==> src/rtl/imem_fetch_ctrl.sv <==
// Instruction-memory sequencer: LOAD phase streams a program into the imem, RUN phase fetches it.
// Optional IMEM_FETCH_PERF_EN adds saturating fetch/bubble counters.
package imem_fetch_pkg;
  typedef logic [31:0] instruction_s;
endpackage

module imem_fetch_ctrl
  import imem_fetch_pkg::*;
#(
  parameter int addr_width_p = 10
) (
  input  logic                    clk,
  input  logic                    reset_n_i,
  input  logic                    load_valid_i,
  input  instruction_s            load_instr_i,
  output logic                    load_ready_o,
  input  logic                    load_done_i,
  output logic [addr_width_p:0]   load_count_o,
  input  logic                    stall_i,
  input  logic                    branch_i,
  input  logic [addr_width_p-1:0] branch_target_i,
  input  logic                    halt_i,
  output logic [addr_width_p-1:0] imem_addr_o,
  output instruction_s            imem_instr_o,
  output logic                    imem_wen_o,
  output logic                    imem_nop_o,
  output logic                    instr_valid_o,
  output logic [addr_width_p-1:0] pc_o,
`ifdef IMEM_FETCH_PERF_EN
  output logic [31:0]             fetch_cnt_o,
  output logic [31:0]             bubble_cnt_o,
`endif
  output logic                    running_o
);

  typedef enum logic [1:0] {
    ST_LOAD = 2'd0,
    ST_RUN  = 2'd1,
    ST_HALT = 2'd2
  } state_e;

  state_e                  state;
  logic [addr_width_p:0]   load_count;
  logic [addr_width_p-1:0] fetch_pc;
  logic [addr_width_p-1:0] pc;
  logic                    instr_valid;
  logic                    full;
  logic                    accept;

  // The MSB of the word counter doubles as the "memory full" flag.
  assign full          = load_count[addr_width_p];
  assign accept        = (state == ST_LOAD) && load_valid_i && !full;
  assign load_ready_o  = (state == ST_LOAD) && !full;
  assign load_count_o  = load_count;
  assign running_o     = (state == ST_RUN);
  assign instr_valid_o = instr_valid;
  assign pc_o          = pc;

  always_comb begin
    imem_instr_o = load_instr_i;
    imem_addr_o  = fetch_pc;
    imem_wen_o   = 1'b0;
    imem_nop_o   = 1'b1;
    case (state)
      ST_LOAD: begin
        imem_addr_o = load_count[addr_width_p-1:0];
        imem_wen_o  = accept;
      end
      ST_RUN: begin
        if (halt_i || branch_i) begin
          imem_nop_o = 1'b1;
        end else if (stall_i) begin
          // Re-read the address already on the imem output so it stays put;
          // a bubble stays a bubble.
          imem_addr_o = pc;
          imem_nop_o  = !instr_valid;
        end else begin
          imem_nop_o = 1'b0;
        end
      end
      default: begin
        imem_nop_o = 1'b1;
      end
    endcase
  end

  always_ff @(posedge clk or negedge reset_n_i) begin
    if (!reset_n_i) begin
      state       <= ST_LOAD;
      load_count  <= '0;
      fetch_pc    <= '0;
      pc          <= '0;
      instr_valid <= 1'b0;
    end else begin
      case (state)
        ST_LOAD: begin
          instr_valid <= 1'b0;
          if (accept) load_count <= load_count + 1'b1;
          if (load_done_i) begin
            state    <= ST_RUN;
            fetch_pc <= '0;
          end
        end
        ST_RUN: begin
          if (halt_i) begin
            state       <= ST_HALT;
            instr_valid <= 1'b0;
          end else if (branch_i) begin
            fetch_pc    <= branch_target_i;
            instr_valid <= 1'b0;
          end else if (!stall_i) begin
            pc          <= fetch_pc;
            fetch_pc    <= fetch_pc + 1'b1;
            instr_valid <= 1'b1;
          end
        end
        ST_HALT: begin
          instr_valid <= 1'b0;
        end
        default: begin
          state       <= ST_LOAD;
          instr_valid <= 1'b0;
        end
      endcase
    end
  end

`ifdef IMEM_FETCH_PERF_EN
  function automatic logic [31:0] sat_inc(input logic [31:0] v);
    return (v == 32'hFFFF_FFFF) ? v : v + 32'd1;
  endfunction

  always_ff @(posedge clk or negedge reset_n_i) begin
    if (!reset_n_i) begin
      fetch_cnt_o  <= '0;
      bubble_cnt_o <= '0;
    end else if (state == ST_RUN) begin
      if (instr_valid) fetch_cnt_o <= sat_inc(fetch_cnt_o);
      if (branch_i && !halt_i) bubble_cnt_o <= sat_inc(bubble_cnt_o);
    end
  end
`endif

endmodule
==> config.mk <==
export PLATFORM = sky130hd
export DESIGN_NAME = imem_fetch_ctrl
export DESIGN_NICKNAME = d
export VERILOG_FILES = /design/src/rtl/imem_fetch_ctrl.sv
export SDC_FILE = /design/constraint.sdc
export NUM_CORES = 1
export LEC_CHECK = 0
export ABC_AREA = 1
export ABC_CLOCK_PERIOD_IN_PS = 4050
export CAP_MARGIN = 25
export CORE_ASPECT_RATIO = 2
export CORE_MARGIN = 5
export CORE_UTILIZATION = 35
export CTS_CLUSTER_SIZE = 20
export DETAILED_ROUTE_END_ITERATION = 10
export PLACE_DENSITY_LB_ADDON = 0.25
export SYNTH_ARGS = -nofsm -noshare
export SYNTH_HDL_FRONTEND = slang
export SYNTH_SLANG_ARGS = --single-unit
==> constraint.sdc <==
create_clock -name clk -period 4.05 [get_ports clk]
set_input_delay 0.405 -clock clk [delete_from_list [all_inputs] [get_ports clk]]
set_output_delay 0.405 -clock clk [all_outputs]
set_load 0.005 [all_outputs]
==> reports/results.ini <==
[final_layout]
layout.nets=410
multi_input_area_um2=1161
instances_no_fill=450
regArea_um2=850.8
final_cell_mix=nand2_1, clkdlybuf4s50_1, dfrtp_1
drive_gt1_frac=0.06389
diodes=0
final_util=0.4296
fillers=717
area_delta_synth_final_pct=20.99
final_common_cell=nand2_1

[critical_path]
rr_endpoint=load_count_o[5]$_DFFE_PN0P_
critPathMaxFanout=18
worstSetupPathType=in2out
arrival_ns=2.70
reg2reg_depth=5
start_kind=input port
critPathMaxStageDelay_ns=0.57
rrSetupSlack_ns=2.43
slowest_stage=clkdlybuf4s50_1
cp_cell_sequence=clkdlybuf4s50_1 > nor2_4 > inv_2 > nor2_4 > nand2_1 > o21ai_1 > nand2_1 > o21ai_1 > clkdlybuf4s50_1
worstReg2RegStart=state[1]$_DFFE_PN0P_
cp.required_ns=3.64
cp-end-kind=output port

[logic_synthesis]
synth_mux_area_frac=0
synthXorXnorAreaFrac=0.02527
synth-compound-area-share=0.1408
synth_adder_area_share=0.01031
ys_async_sr_fraction=1.000
ys_warn_count=0
ys.flop_type=dfrtp_1
netlist_area_um2=2426
synth_simple_gate_area_share=0.3022
synth-seq-cells=34
ys_seq_area_frac=0.3507
syn_area_per_cell_um2=7.199
synth_top_family_by_area=simple AND/OR/NAND/NOR gates
synth_edf_count=0
yosysUniqueCellTypes=29
syn_inst=337
syn-num-nets=388

[place]
io_buffers=52
dp_slack_ns=0.9601
gp_congestion=0.8562
dp.cells=442
dp_hpwl_mm=4.930

[sta]
hold_viol=0
setup_violations=0
rsz0062_at_grt=false
fin_tns_setup_ns=0
clock_skew_ns=0.006715
fmax_ghz=0.3223
slew_headroom=0.5064
report.final.slew_viol_count=0
min_period_ns=3.103
worst_pin_slew_ns=0.7382
fin_ws_ns=0.9471
hold_ws_ns=0.5067
fin_crit_sh=0.7661

[detailed_routing]
drc=0
dr.pass1.iters=4
via_per_inst=4.976
ant_nets=0
dr_total_vias=2239
wl_mm=6.658
wl_per_cell_um=14.80
first_iter_violations=130

[run_status]
outcome=finished, final reports clean

[job]
drv_cap=0

[clocking]
postCtsSetupRepairBufs=0
cts_sinks=34
clk_latency_ns=0.27
cts_resized=0
cts_tree=built
cts_hold_buf=0
h-tree-depth=2
cts_root_buf=clkbuf_16
clk_pin_slew_worst_paths_ns=0.06
clock_path_buffers=2
cts_buffers=5

[power]
ir_drop_v=0.0002907
power_density_nw_per_um2=551.7
p_leak_uw=0.001313

[die]
design.die.area_um2=8797
row_count=43
die_x_um=68.87
die_h_um=127.7
ios=117
design.core.area_um2=6833
initial_core_util=0.3551

[grt]
antenna_found_initial=0
grt_pass1_vias=2260
grt_max_degree=35
grt-ovfl-total=0
grt_pass1_wl_mm=10.94
grtUsageTotal=0.1625

[hold_path]
whs_path_depth=2
worstHoldStart=instr_valid_o$_DFFE_PN0P_
hold_class=reg2reg
worstHoldEndpoint=instr_valid_o$_DFFE_PN0P_

per-layer routing:
layer  wire, µm  GRT usage  part of all wire  vias up
met5          0          0                 0        -
met4        154    0.05517             0.023        0
met3        549    0.04825             0.082       10
met2       3072     0.2483              0.46      103
met1       2881     0.2156              0.43     1034
li1           -          -                 -     1092
state kept, by name, indices dropped and copies added, names as in the netlist:
name,count
load_count_o,11
instr_valid_o,1
pc_o,10
state,2
fetch_pc,10
worst max-delay path, delay by kind of cell:
family,cells,cell delay (ns)
AOI/OAI and AO/OA,2,0.18
buffers and inverters,3,1.20
and+or+nand+nor,4,0.90
cell usage after synthesis, types with 2 or more instances:
library cell / number / area [µm²]
nor2_4: 4 / 45.04
buf_4: 32 / 240.2
o21a_1: 7 / 52.55
dfrtp_1: 34 / 850.8
o21ai_1: 11 / 55.05
nor3_1: 3 / 15.01
o211ai_1: 9 / 67.56
a22oi_1: 7 / 52.55
nand2_1: 99 / 371.6
nor2_1: 33 / 123.9
inv_2: 5 / 18.77
clkbuf_1: 2 / 7.510
nand4_1: 3 / 18.77
nand3_4: 2 / 35.03
ha_1: 2 / 25.02
buf_6: 2 / 22.52
xor2_1: 5 / 43.79
xnor2_1: 2 / 17.52
inv_1: 31 / 116.4
o21ai_0: 14 / 70.07
a21oi_1: 7 / 35.03
nand3_1: 16 / 80.08
power breakdown:
group / switching (µW) / internal, µW
Sequential: 134 / 437
Clock: 135 / 244
Combinational: 347 / 323
final cells by class:
type,instances,share of cell area
clock buffers,7,0.04859
clock inverters,1,0.001705
inverters,36,0.04604
multi-input cells,229,0.3956
flip-flops and latches,34,0.2899
well taps,90,0.03836
repair buffers,53,0.1799
worst max path at each step:
stage / from / to / slack (ns) / cells past startpoint
2_1_floorplan: branch_i / imem_addr_o[7] / 2.59 / 7
3_3_place_gp: branch_i / imem_addr_o[7] / 1.03 / 9
3_5_place_dp: branch_i / imem_addr_o[7] / 0.96 / 9
4_1_cts: branch_i / imem_addr_o[7] / 0.95 / 9
5_1_grt: branch_i / imem_addr_o[7] / 0.76 / 9
6_report: branch_i / imem_addr_o[7] / 0.95 / 9
cell families after synthesis:
| group | Yosys count |
|---|---|
| buffers and inverters | 74 |
| adder cells (fa/ha/maj) | 2 |
| AO/OA/AOI/OAI | 56 |
| AND/OR/NAND/NOR | 164 |
| flip-flops | 34 |
| XOR/XNOR | 7 |
per-stage QoR:
stage               instance area [µm²]  total power, µW
floorplan                          2426            942.9
global placement                   2788             1239
detailed placement                 2788             1243
CTS                                2935             1637
global route                       2935             1744
finish                             2935             1619
Note: power is estimated with default switching activity, not from simulation.
